===== src/rtl/result_bcd_display_if.sv =====
// Handshake bundle between the calculator top (master) and the BCD display stage (slave).
interface result_bcd_display_if;
  logic        Finish;
  logic [15:0] Result;
  logic [7:0]  Seg;
  logic [5:0]  Dig_Sel;
  logic        Busy;
  logic        Valid;

  modport master (output Finish, Result, input Seg, Dig_Sel, Busy, Valid);
  modport slave  (input Finish, Result, output Seg, Dig_Sel, Busy, Valid);
endinterface


===== src/rtl/result_bcd_display.sv =====
// Captures Result on Finish, double-dabble converts it (display updates 17 cycles after capture) and
// scans a 6-digit active-low display; never stalls the core. SIGNED_RESULT_EN selects two's-complement display.
module result_bcd_display #(
  parameter int SCAN_DIV = 50000
) (
  input  logic                 Sysclk,
  input  logic                 Rst,
  result_bcd_display_if.slave  bus
);
  typedef enum logic [1:0] {IDLE, CONV, LOAD} state_t;

  localparam logic [6:0]  SEG_BLANK = 7'h7F;
  localparam logic [6:0]  SEG_MINUS = 7'h3F;
  localparam logic [19:0] SCAN_MAX  = 20'(SCAN_DIV - 1);

  state_t      r_state, w_next;
  logic [15:0] r_val;
  logic [23:0] r_bcd;
  logic [3:0]  r_cnt;
  logic        r_neg;
  logic        r_valid;
  logic [6:0]  r_code [6];
  logic [19:0] r_scan;
  logic [2:0]  r_idx;

  logic [23:0] w_adj;
  logic [39:0] w_shl;
  logic [2:0]  w_msd;
  logic [6:0]  w_disp [6];
  logic [15:0] w_mag;
  logic        w_neg;

  function automatic logic [6:0] seg7_code(input logic [3:0] d);
    case (d)
      4'd0:    seg7_code = 7'h40;
      4'd1:    seg7_code = 7'h79;
      4'd2:    seg7_code = 7'h24;
      4'd3:    seg7_code = 7'h30;
      4'd4:    seg7_code = 7'h19;
      4'd5:    seg7_code = 7'h12;
      4'd6:    seg7_code = 7'h02;
      4'd7:    seg7_code = 7'h78;
      4'd8:    seg7_code = 7'h00;
      4'd9:    seg7_code = 7'h10;
      default: seg7_code = SEG_BLANK;
    endcase
  endfunction

`ifdef SIGNED_RESULT_EN
  // 8000h negates to itself, which reads correctly as 32768 unsigned.
  assign w_neg = bus.Result[15];
  assign w_mag = w_neg ? (~bus.Result + 16'd1) : bus.Result;
`else
  assign w_neg = 1'b0;
  assign w_mag = bus.Result;
`endif

  always_comb begin
    w_adj = r_bcd;
    for (int i = 0; i < 6; i++) begin
      if (r_bcd[4*i +: 4] >= 4'd5) w_adj[4*i +: 4] = r_bcd[4*i +: 4] + 4'd3;
    end
  end

  assign w_shl = {w_adj, r_val} << 1;

  always_comb begin
    w_msd = 3'd0;
    for (int i = 1; i < 6; i++) begin
      if (r_bcd[4*i +: 4] != 4'd0) w_msd = 3'(i);
    end
  end

  // Minus sits one digit left of the MSD; magnitude never exceeds 5 digits so it always fits.
  always_comb begin
    for (int i = 0; i < 6; i++) begin
      w_disp[i] = SEG_BLANK;
      if (3'(i) <= w_msd) w_disp[i] = seg7_code(r_bcd[4*i +: 4]);
      else if (r_neg && (3'(i) == w_msd + 3'd1)) w_disp[i] = SEG_MINUS;
    end
  end

  always_ff @(posedge Sysclk or posedge Rst) begin
    if (Rst) r_state <= IDLE;
    else     r_state <= w_next;
  end

  always_comb begin
    w_next = r_state;
    if (bus.Finish) begin
      w_next = CONV;
    end else begin
      case (r_state)
        IDLE:    w_next = IDLE;
        CONV:    w_next = (r_cnt == 4'd15) ? LOAD : CONV;
        LOAD:    w_next = IDLE;
        default: w_next = IDLE;
      endcase
    end
  end

  // A new Finish always wins over a LOAD in progress, so aborted values never reach the display.
  always_ff @(posedge Sysclk or posedge Rst) begin
    if (Rst) begin
      r_val   <= '0;
      r_bcd   <= '0;
      r_cnt   <= '0;
      r_neg   <= 1'b0;
      r_valid <= 1'b0;
      for (int i = 0; i < 6; i++) r_code[i] <= SEG_BLANK;
    end else if (bus.Finish) begin
      r_val <= w_mag;
      r_neg <= w_neg;
      r_bcd <= '0;
      r_cnt <= '0;
    end else if (r_state == CONV) begin
      {r_bcd, r_val} <= w_shl;
      r_cnt          <= r_cnt + 4'd1;
    end else if (r_state == LOAD) begin
      for (int i = 0; i < 6; i++) r_code[i] <= w_disp[i];
      r_valid <= 1'b1;
    end
  end

  always_ff @(posedge Sysclk or posedge Rst) begin
    if (Rst) begin
      r_scan <= '0;
      r_idx  <= '0;
    end else if (r_scan == SCAN_MAX) begin
      r_scan <= '0;
      r_idx  <= (r_idx == 3'd5) ? 3'd0 : r_idx + 3'd1;
    end else begin
      r_scan <= r_scan + 20'd1;
    end
  end

  assign bus.Seg     = {1'b1, r_code[r_idx]};
  assign bus.Dig_Sel = ~(6'b000001 << r_idx);
  assign bus.Busy    = (r_state != IDLE);
  assign bus.Valid   = r_valid;
endmodule


===== src/flat_wrapper.sv =====
// flat-port wrapper written by rule: the top's interface ports become plain ports
module result_bcd_display_flat 
#(
  parameter int SCAN_DIV = 50000
)
  (Sysclk, Rst, bus_Finish, bus_Result, bus_Seg, bus_Dig_Sel, bus_Busy, bus_Valid);
  result_bcd_display_if bus_i ();
  input  logic Sysclk;
  input  logic Rst;
  input wire logic [$bits(bus_i.Finish)-1:0] bus_Finish;
  input wire logic [$bits(bus_i.Result)-1:0] bus_Result;
  output wire logic [$bits(bus_i.Seg)-1:0] bus_Seg;
  output wire logic [$bits(bus_i.Dig_Sel)-1:0] bus_Dig_Sel;
  output wire logic [$bits(bus_i.Busy)-1:0] bus_Busy;
  output wire logic [$bits(bus_i.Valid)-1:0] bus_Valid;
  assign bus_i.Finish = bus_Finish;
  assign bus_i.Result = bus_Result;
  assign bus_Seg = bus_i.Seg;
  assign bus_Dig_Sel = bus_i.Dig_Sel;
  assign bus_Busy = bus_i.Busy;
  assign bus_Valid = bus_i.Valid;
  result_bcd_display #(.SCAN_DIV(SCAN_DIV)) u_core (.Sysclk(Sysclk), .Rst(Rst), .bus(bus_i));
endmodule

===== config.mk =====
export PLATFORM = sky130hd
export DESIGN_NAME = result_bcd_display_flat
export DESIGN_NICKNAME = d
export VERILOG_FILES = /design/src/rtl/result_bcd_display_if.sv /design/src/rtl/result_bcd_display.sv /design/src/flat_wrapper.sv
export SDC_FILE = /design/constraint.sdc
export NUM_CORES = 1
export LEC_CHECK = 0
export ABC_AREA = 1
export CORE_MARGIN = 2
export CORE_UTILIZATION = 60
export DETAILED_ROUTE_END_ITERATION = 16
export PLACE_DENSITY = 0.91
export SYNTH_ARGS = -nofsm -noshare
export SYNTH_HDL_FRONTEND = slang
export SYNTH_SLANG_ARGS = --single-unit

===== constraint.sdc =====
create_clock -name Sysclk -period 3.9 [get_ports Sysclk]
set_input_delay 0.585 -clock Sysclk [delete_from_list [all_inputs] [get_ports Sysclk]]
set_output_delay 0.585 -clock Sysclk [all_outputs]
set_load 0.01 [all_outputs]

==> results.py, run 1 <==
metrics = {
    "final_layout": {
        "drive_above_1_share": 0.121,
        "syn_to_final_growth_pct": 9.51,
        "nets": 913,
        "nFillCells": 907,
        "diodes": 0,
    },
    "setup_path": {
        "reg2regPathDepth": 6,
        "worstPathArrival_ps": 2370,
        "cp.required_ps": 3310,
        "critPathCaptureType": "primary output",
        "r2r_slack_ps": 1990,
        "timing.rr.start": "u_core.r_state[1]",
        "path_max_fanout": 8,
        "criticalPathCategory": "reg -> out",
        "reg2reg_to": "u_core.r_val[2]",
        "start_kind": "flop",
        "crit_start": "u_core.r_idx[1]",
    },
    "logic_synthesis": {
        "synth_cells": 831,
        "synth_edf_count": 0,
        "synth_nets": 884,
        "avgSynthCellArea_um2": 7.90,
        "ys.flop_type": "dfrtp_1",
        "seq_area_frac_synth": 0.435,
        "synth.distinct_cells": 44,
        "synthArstFlopShare": 1.00,
        "yosys_warnings": 0,
        "syn_area_um2": 6560,
        "synth_seq_cells": 112,
    },
    "routing": {
        "vias_per_cell": 5.63,
        "firstDrtPassIters": 6,
        "routed_wl_mm": 14.8,
        "drt_iter0_markers": 363,
        "avgRoutedWirePerCell_um": 14.7,
        "vias": 5659,
        "drc": 0,
        "ant_nets": 0,
    },
    "grt": {
        "grt_pass1_vias": 5416,
        "gr-total-overflow": 0,
        "grt_usage": 0.277,
        "grt_antenna_before_repair": 0,
        "grt_pass1_wl_mm": 25.6,
        "grt_max_degree": 63,
    },
    "clock_network": {
        "clk_latency_ps": 410,
        "cts_root_buf": "clkbuf_8",
        "cts_max_level": 3,
        "cts_tree": "done",
        "post_cts_buffers": 0,
        "cts_sinks": 112,
        "cts_buffers": 9,
        "cts_resized": 0,
        "postCtsHoldBufs": 0,
        "clk_transition_reported_paths_ps": 100,
        "cts_max_path_buffers": 2,
    },
    "sta": {
        "max_slew.worst_pin.slew_ps": 634,
        "hold_ws_ps": 476,
        "fin_tns_setup_ps": 0,
        "rsz0062_at_grt": "no",
        "finalCritPeriodShare": 0.757,
        "max_slew_margin": 0.577,
        "hold_viol": 0,
        "fmax_mhz": 339,
        "fin_worst_skew_ps": 23.6,
        "setup_viol": 0,
        "finalCriticalPeriod_ps": 2950,
        "finalMaxSlewViolations": 0,
    },
    "job": {
        "cap_violations": 0,
    },
    "power": {
        "p_leak_nw": 3.44,
        "p_per_area_nw_per_um2": 314,
        "ir_worst_vdd_mv": 0.355,
    },
    "floorplanning": {
        "start_util": 0.611,
        "core_um2": 10700,
        "die_x_um": 109,
        "pin_count": 35,
        "rows": 38,
        "die_h_um": 109,
        "dieArea_um2": 11800,
    },
    "outcome": {
        "status": "complete, no violations",
    },
    "hold_path": {
        "min_from": "u_core.bus.Valid",
        "holdPathEnd": "u_core.bus.Valid",
        "hold_depth": 1,
        "hp-class": "reg -> reg",
    },
    "place": {
        "io_buffer_count": 33,
        "dp_hpwl_mm": 10.7,
        "gp_congestion": 0.980,
    },
}
[metrics by stage]
| step | util | power, mW | instance area, um2 | instances | worst slack, ps |
|---|---|---|---|---|---|
| 2_1_floorplan | - | 1.49 | 6560 | 831 | 426 |
| 3_3_place_gp | 0.652 | 1.57 | 7000 | 989 | 1390 |
| 3_5_place_dp | 0.652 | 1.58 | 7000 | 989 | 1330 |
| 4_1_cts | 0.669 | 2.27 | 7190 | 1005 | 991 |
| 5_1_grt | 0.669 | 2.37 | 7190 | 1005 | 811 |
| 6_report | 0.669 | 2.26 | 7190 | 1005 | 947 |
[synthesized netlist by cell type, drive strengths merged, types with 2 or more instances]
cell | count | area share
o211ai | 14 | 0.016
inv | 120 | 0.069
nand4 | 6 | 0.0057
a31oi | 4 | 0.0038
nor3b | 2 | 0.0023
dfrtp | 70 | 0.27
a21oi | 43 | 0.034
a211oi | 2 | 0.0023
o22ai | 16 | 0.015
nor3 | 12 | 0.0099
nand2 | 182 | 0.11
ha | 34 | 0.065
xor2 | 13 | 0.017
a22oi | 17 | 0.020
clkbuf | 4 | 0.0023
or2 | 6 | 0.0057
o21ai | 75 | 0.059
nor2 | 95 | 0.065
a41oi | 2 | 0.0027
dfstp | 42 | 0.17
nand3 | 49 | 0.040
buf | 15 | 0.014
clkinv | 2 | 0.0019
[layout by cell type (no fill, tap or decap), types with 3 or more instances in the layout]
| cell type | count |
|---|---|
| clkdlybuf4s50_1 | 33 |
| dfrtp_1 | 70 |
| a22oi_1 | 16 |
| dfstp_2 | 42 |
| nand2_2 | 6 |
| ha_1 | 34 |
| a21oi_1 | 41 |
| o21ai_2 | 3 |
| or2_2 | 6 |
| nor2_1 | 85 |
| a31oi_1 | 4 |
| nor2_2 | 3 |
| inv_1 | 109 |
| nand3_2 | 4 |
| nand4_1 | 6 |
| xor2_1 | 13 |
| o21ai_0 | 66 |
| inv_2 | 10 |
| nand3_1 | 45 |
| nor2_4 | 6 |
| o22ai_1 | 16 |
| clkbuf_8 | 9 |
| buf_4 | 3 |
| nand2_1 | 175 |
| o21ai_1 | 6 |
| nor3_1 | 11 |
| o211ai_1 | 14 |
| clkbuf_1 | 3 |
[per-layer routing]
metal	up-vias	share of wire	track usage
li1	2777	-	-
met1	2683	0.44	0.371
met2	168	0.49	0.448
met3	31	0.050	0.0627
met4	0	0.020	0.0842
met5	-	0	0
[worst max-delay path by stage]
| stage | endpoint | slack (ps) | depth (start not counted) |
|---|---|---|---|
| CTS | bus_Seg[0] | 990 | 6 |
| global route | bus_Seg[0] | 810 | 6 |
| global placement | u_core.r_val[6] | 1390 | 7 |
| detailed placement | u_core.r_val[2] | 1330 | 7 |
| finish | bus_Seg[0] | 950 | 6 |
| floorplan | u_core.bus.Valid | 430 | 1 |
[registers in the layout (all words and copies together) (netlist names)]
signal,count
u_core.r_state,2
u_core.r_idx,3
u_core.r_code,42
u_core.r_val,16
u_core.r_scan,20
u_core.r_bcd,24
u_core.r_cnt,4
u_core.bus.Valid,1
[cells by family after synthesis]
logic type / synth area share
XOR/XNOR: 0.0173
AO/OA/AOI/OAI: 0.157
other: 0.000571
AND/OR/NAND/NOR: 0.238
buffers and inverters: 0.0873
flip-flops: 0.435
adder cells (fa/ha/maj): 0.0648
[final cells by class]
type | count | area (um2) | share of cell area
well taps | 140 | 175 | 0.0244
clock inverters | 3 | 23.8 | 0.00331
multi-input cells | 578 | 3140 | 0.436
flip-flops and latches | 112 | 2860 | 0.397
repair buffers | 37 | 373 | 0.0519
inverters | 122 | 465 | 0.0648
clock buffers | 13 | 160 | 0.0223
[critical path, stage by stage, from the launching register on]
cell	delay, ps
dfrtp_1	410
inv_1	160
nand2_1	230
nor2_4	240
inv_1	110
o211ai_1	250
clkdlybuf4s50_1	580
[where the power goes]
part	leakage (nW)	switching (mW)	total (mW)	internal [mW]
clock	0.0941	0.413	0.691	0.278
combinational	1.99	0.217	0.331	0.115
sequential	1.36	0.0380	1.23	1.20
total	3.44	0.667	2.26	1.59
Power figures use the tool's default switching activity.
==> run 2: changes to the inputs <==
- clock period: 3.9 -> 3.1 ns (I/O delays scaled with it)
==> run 2 against run 1 <==
Total power is 27% higher; core utilization increased by 0.23 points; worst hold slack better by 37 ps; global-route usage decreased by 0.30 points; combinational power rose by 24%; via count decreased by 0.78%; largest cell class unchanged; largest power group unchanged.
==> results.py, run 2 (synthesis gave the netlist of run 1 again) <==
metrics = {
    "setup_path": {
        "criticalPathCategory": "reg -> out",
        "path_max_fanout": 9,
        "r2r_slack_ps": 1250,
        "cpMaxStageDelayCell": "clkdlybuf4s50_1",
        "cp.required_ps": 2630,
        "critPathCaptureType": "primary output",
        "crit_chain": "inv_1, nand2_2, nor2_2, nand2_1, nand3_1, clkdlybuf4s50_1",
        "worstPathArrival_ps": 2240,
        "reg2reg_to": "u_core.r_idx[1]",
        "reg2regPathDepth": 7,
        "timing.rr.start": "u_core.r_scan[0]",
        "crit_start": "u_core.r_idx[1]",
        "start_kind": "flop",
        "cpPeakStageDelay_ps": 570,
    },
    "power": {
        "pwr-share-clk": 0.317,
        "ir_worst_vdd_mv": 0.377,
        "netSwitchingFraction": 0.293,
        "p_leak_nw": 3.45,
        "p_per_area_nw_per_um2": 398,
        "power_frac_seq": 0.540,
        "p_total_mw": 2.87,
        "p_int_mw": 2.03,
        "switchingPower_mw": 0.842,
        "pwr-share-comb": 0.143,
    },
    "final_layout": {
        "largest_reg_flops": 42,
        "regMostFlops": "u_core.r_code",
        "multi_input_area_um2": 3140,
        "final_cells": 1006,
        "reg_top3": "u_core.r_code (42), u_core.r_bcd (24), u_core.r_scan (20)",
        "nets": 914,
        "nFillCells": 890,
        "final-seq-area_um2": 2860,
        "diodes": 0,
        "final_core_util": 0.671,
        "layout_commonest_cell": "nand2_1",
        "syn_to_final_growth_pct": 9.89,
        "final_cell_mix": "nand2_1 (175), inv_1 (109), nor2_1 (85)",
        "drive_above_1_share": 0.125,
        "final_area_um2": 7210,
    },
    "routing": {
        "routed_wl_mm": 14.6,
        "drt_iter0_markers": 495,
        "avgRoutedWirePerCell_um": 14.5,
        "ant_nets": 0,
        "firstDrtPassIters": 8,
        "vias_per_cell": 5.58,
        "drc": 0,
        "vias": 5615,
    },
    "hold_path": {
        "hold_depth": 2,
        "hp-class": "reg -> reg",
        "holdPathEnd": "u_core.r_idx[2]",
        "min_from": "u_core.r_idx[2]",
    },
    "clock_network": {
        "cts_resized": 0,
        "cts_buffers": 9,
        "cts_max_path_buffers": 2,
        "cts_sinks": 112,
        "clk_transition_reported_paths_ps": 110,
        "cts_root_buf": "clkbuf_8",
        "post_cts_buffers": 0,
        "postCtsHoldBufs": 0,
        "cts_tree": "done",
        "clk_latency_ps": 400,
        "cts_max_level": 3,
    },
    "sta": {
        "worst_slack_ps": 396,
        "fin_worst_skew_ps": 13.1,
        "finalMaxSlewViolations": 0,
        "max_slew_margin": 0.593,
        "fmax_mhz": 370,
        "setup_viol": 0,
        "fin_tns_setup_ps": 0,
        "finalCritPeriodShare": 0.872,
        "finalCriticalPeriod_ps": 2700,
        "hold_viol": 0,
        "max_slew.worst_pin.slew_ps": 610,
        "rsz0062_at_grt": "no",
        "hold_ws_ps": 513,
    },
    "floorplanning": {
        "start_util": 0.611,
        "core_um2": 10700,
        "dieArea_um2": 11800,
        "die_h_um": 109,
        "pin_count": 35,
        "die_x_um": 109,
        "rows": 38,
    },
    "place": {
        "io_buffer_count": 33,
        "placed_area_um2": 7010,
        "pre_cts_slack_ps": 753,
        "dp_hpwl_mm": 10.4,
        "dp_cells": 990,
        "gp_congestion": 0.917,
    },
    "grt": {
        "grt_max_degree": 113,
        "grt_usage": 0.274,
        "grt_pass1_vias": 5390,
        "grt_pass1_wl_mm": 25.3,
        "grt_antenna_before_repair": 0,
        "gr-total-overflow": 0,
    },
    "outcome": {
        "status": "complete, no violations",
    },
    "job": {
        "cap_violations": 0,
    },
}
run 2: worst max-delay path by stage:
| stage | cells past startpoint | end |
|---|---|---|
| floorplan | 1 | u_core.bus.Valid |
| detailed placement | 6 | u_core.r_code[36] |
| global placement | 7 | u_core.r_code[16] |
| finish | 6 | bus_Seg[6] |
| CTS | 6 | bus_Seg[0] |
| global route | 7 | bus_Seg[5] |
run 2: routing by layer:
layer  wire (um)  global-route usage
met5           0                   0
met4         257              0.0769
met3         711              0.0663
met2        6900               0.442
met1        6720               0.368
run 2: final cells by class:
cell class	instances	area share
Clock buffer	9	0.0172
Clock inverter	7	0.0106
Inverter	122	0.0647
Multi-Input combinational cell	578	0.435
Sequential cell	112	0.396
Tap cell	140	0.0243
Timing Repair Buffer	38	0.0527
run 2: worst max-delay path: cells and delay by family (launching register included):
family,cells,cell delay (ps)
buffers and inverters,2,730
flip-flops,1,410
AND/OR/NAND/NOR,4,710
run 2: power groups by stage:
stage | combinational (mW) | sequential, mW | clock, mW
finish | 0.410 | 1.55 | 0.911
detailed placement | 0.405 | 1.58 | 0
floorplan | 0.315 | 1.56 | 0
global route | 0.472 | 1.56 | 0.980
global placement | 0.395 | 1.58 | 0
CTS | 0.408 | 1.55 | 0.927
==> run 3: changes to the inputs <==
- CORE_UTILIZATION: 60 -> 45
- PLACE_DENSITY: 0.91 -> 0.74
==> run 3 against run 2 <==
Global-route usage down 7.0 points; worst hold slack worse by 23 ps; clock skew down 1.3 ps; clock-buffer cell count unchanged; core utilization down 16 points; critical path type unchanged; largest power group unchanged.
==> results.py, run 3 (synthesis gave the netlist of run 1 again) <==
metrics = {
    "outcome": {
        "status": "complete, no violations",
    },
    "final_layout": {
        "nets": 914,
        "layout_commonest_cell": "nand2_1",
        "drive_above_1_share": 0.126,
        "syn_to_final_growth_pct": 12.1,
        "largest_reg_flops": 42,
        "reg_top3": "u_core.r_code (42), u_core.r_bcd (24), u_core.r_scan (20)",
        "final_cell_mix": "nand2_1 (175), inv_1 (109), nor2_1 (85)",
        "final_cells": 1050,
        "diodes": 0,
        "regMostFlops": "u_core.r_code",
        "final_area_um2": 7360,
        "nFillCells": 1345,
        "final_core_util": 0.512,
    },
    "routing": {
        "dr_wl_met2_mm": 6.98,
        "firstDrtPassIters": 5,
        "wl_met1_mm": 6.80,
        "ant_nets": 0,
        "drc": 0,
        "routed_wl_mm": 14.9,
        "avgRoutedWirePerCell_um": 14.2,
        "drt_iter0_markers": 312,
        "vias": 5526,
        "vias_per_cell": 5.26,
        "dr.max_layer_used": "met4",
        "dr_wl_met3_um": 628,
    },
    "power": {
        "p_per_area_nw_per_um2": 422,
        "p_leak_nw": 3.49,
        "p_total_mw": 3.11,
        "ir_worst_vdd_mv": 0.356,
    },
    "sta": {
        "hold_ws_ps": 490,
        "max_slew.worst_pin.slew_ps": 627,
        "finalCritPeriodShare": 0.875,
        "finalCriticalPeriod_ps": 2710,
        "fin_tns_setup_ps": 0,
        "fmax_mhz": 369,
        "fin_worst_skew_ps": 11.8,
        "finalMaxSlewViolations": 0,
        "setup_viol": 0,
        "worst_slack_ps": 389,
        "rsz0062_at_grt": "no",
        "max_slew_margin": 0.582,
        "hold_viol": 0,
    },
    "floorplanning": {
        "pin_count": 35,
        "dieArea_um2": 15600,
        "core_um2": 14400,
        "die_x_um": 125,
        "die_h_um": 125,
        "rows": 44,
        "start_util": 0.457,
    },
    "grt": {
        "grt_pass1_vias": 5397,
        "grt_usage": 0.203,
        "grt_max_degree": 113,
        "grt_antenna_before_repair": 0,
        "gr-total-overflow": 0,
        "grt_pass1_wl_mm": 25.9,
    },
    "clock_network": {
        "post_cts_buffers": 0,
        "clk_latency_ps": 370,
        "cts_buffers": 9,
        "cts_max_level": 3,
        "clk_transition_reported_paths_ps": 80,
        "cts_resized": 0,
        "cts_sinks": 112,
        "cts_root_buf": "clkbuf_16",
        "postCtsHoldBufs": 0,
        "cts_max_path_buffers": 2,
        "cts_tree": "done",
    },
    "hold_path": {
        "hp-class": "reg -> reg",
    },
    "place": {
        "dp_cells": 1034,
        "pre_cts_slack_ps": 727,
        "placed_area_um2": 7070,
        "dp_hpwl_mm": 10.9,
        "gp_congestion": 0.876,
        "io_buffer_count": 33,
    },
    "setup_path": {
        "r2r_slack_ps": 1180,
        "crit_end": "bus_Seg[0]",
        "critPathCaptureType": "primary output",
        "cp.required_ps": 2630,
        "timing.rr.start": "u_core.r_scan[0]",
        "start_kind": "flop",
        "worstPathArrival_ps": 2250,
        "crit_start": "u_core.r_idx[1]",
        "path_max_fanout": 8,
        "reg2regPathDepth": 7,
        "criticalPathCategory": "reg -> out",
        "reg2reg_to": "u_core.r_idx[1]",
    },
    "job": {
        "cap_violations": 0,
    },
}
run 3: area by class of cell:
type	count	area [um2]	area share
multi-input cells	578	3140	0.426
flip-flops and latches	112	2860	0.388
inverters	122	467	0.0634
repair buffers	38	380	0.0517
well taps	184	230	0.0313
clock buffers	9	225	0.0306
clock inverters	7	65.1	0.00884
run 3: worst min path at each step:
stage,startpoint,slack (ps),to,cells after the start
6_report,u_core.r_idx[2],490,u_core.r_idx[2],2
5_1_grt,u_core.r_idx[2],510,u_core.r_idx[2],2
4_1_cts,u_core.r_idx[2],490,u_core.r_idx[2],2
3_5_place_dp,u_core.r_idx[2],470,u_core.r_idx[2],2
3_3_place_gp,u_core.r_val[15],470,u_core.r_val[15],2
2_1_floorplan,u_core.r_val[15],450,u_core.r_val[15],2
run 3: critical path, stage by stage, from the launching register on:
cell             delay [ps]
dfrtp_1                 390
inv_1                   160
nand2_1                 240
nor2_4                  230
inv_1                    80
o211ai_1                210
clkdlybuf4s50_1         580
run 3: report_power, final:
part / leakage, nW / switching [mW] / internal (mW)
clock: 0.137 / 0.581 / 0.561
sequential: 1.36 / 0.0469 / 1.50
combinational: 1.99 / 0.269 / 0.144
run 3: routing by layer:
layer / up-vias / global-route usage
met3: 33 / 0.0421
met1: 2585 / 0.271
met2: 131 / 0.327
met5: - / 0
li1: 2777 / -
met4: 0 / 0.0747
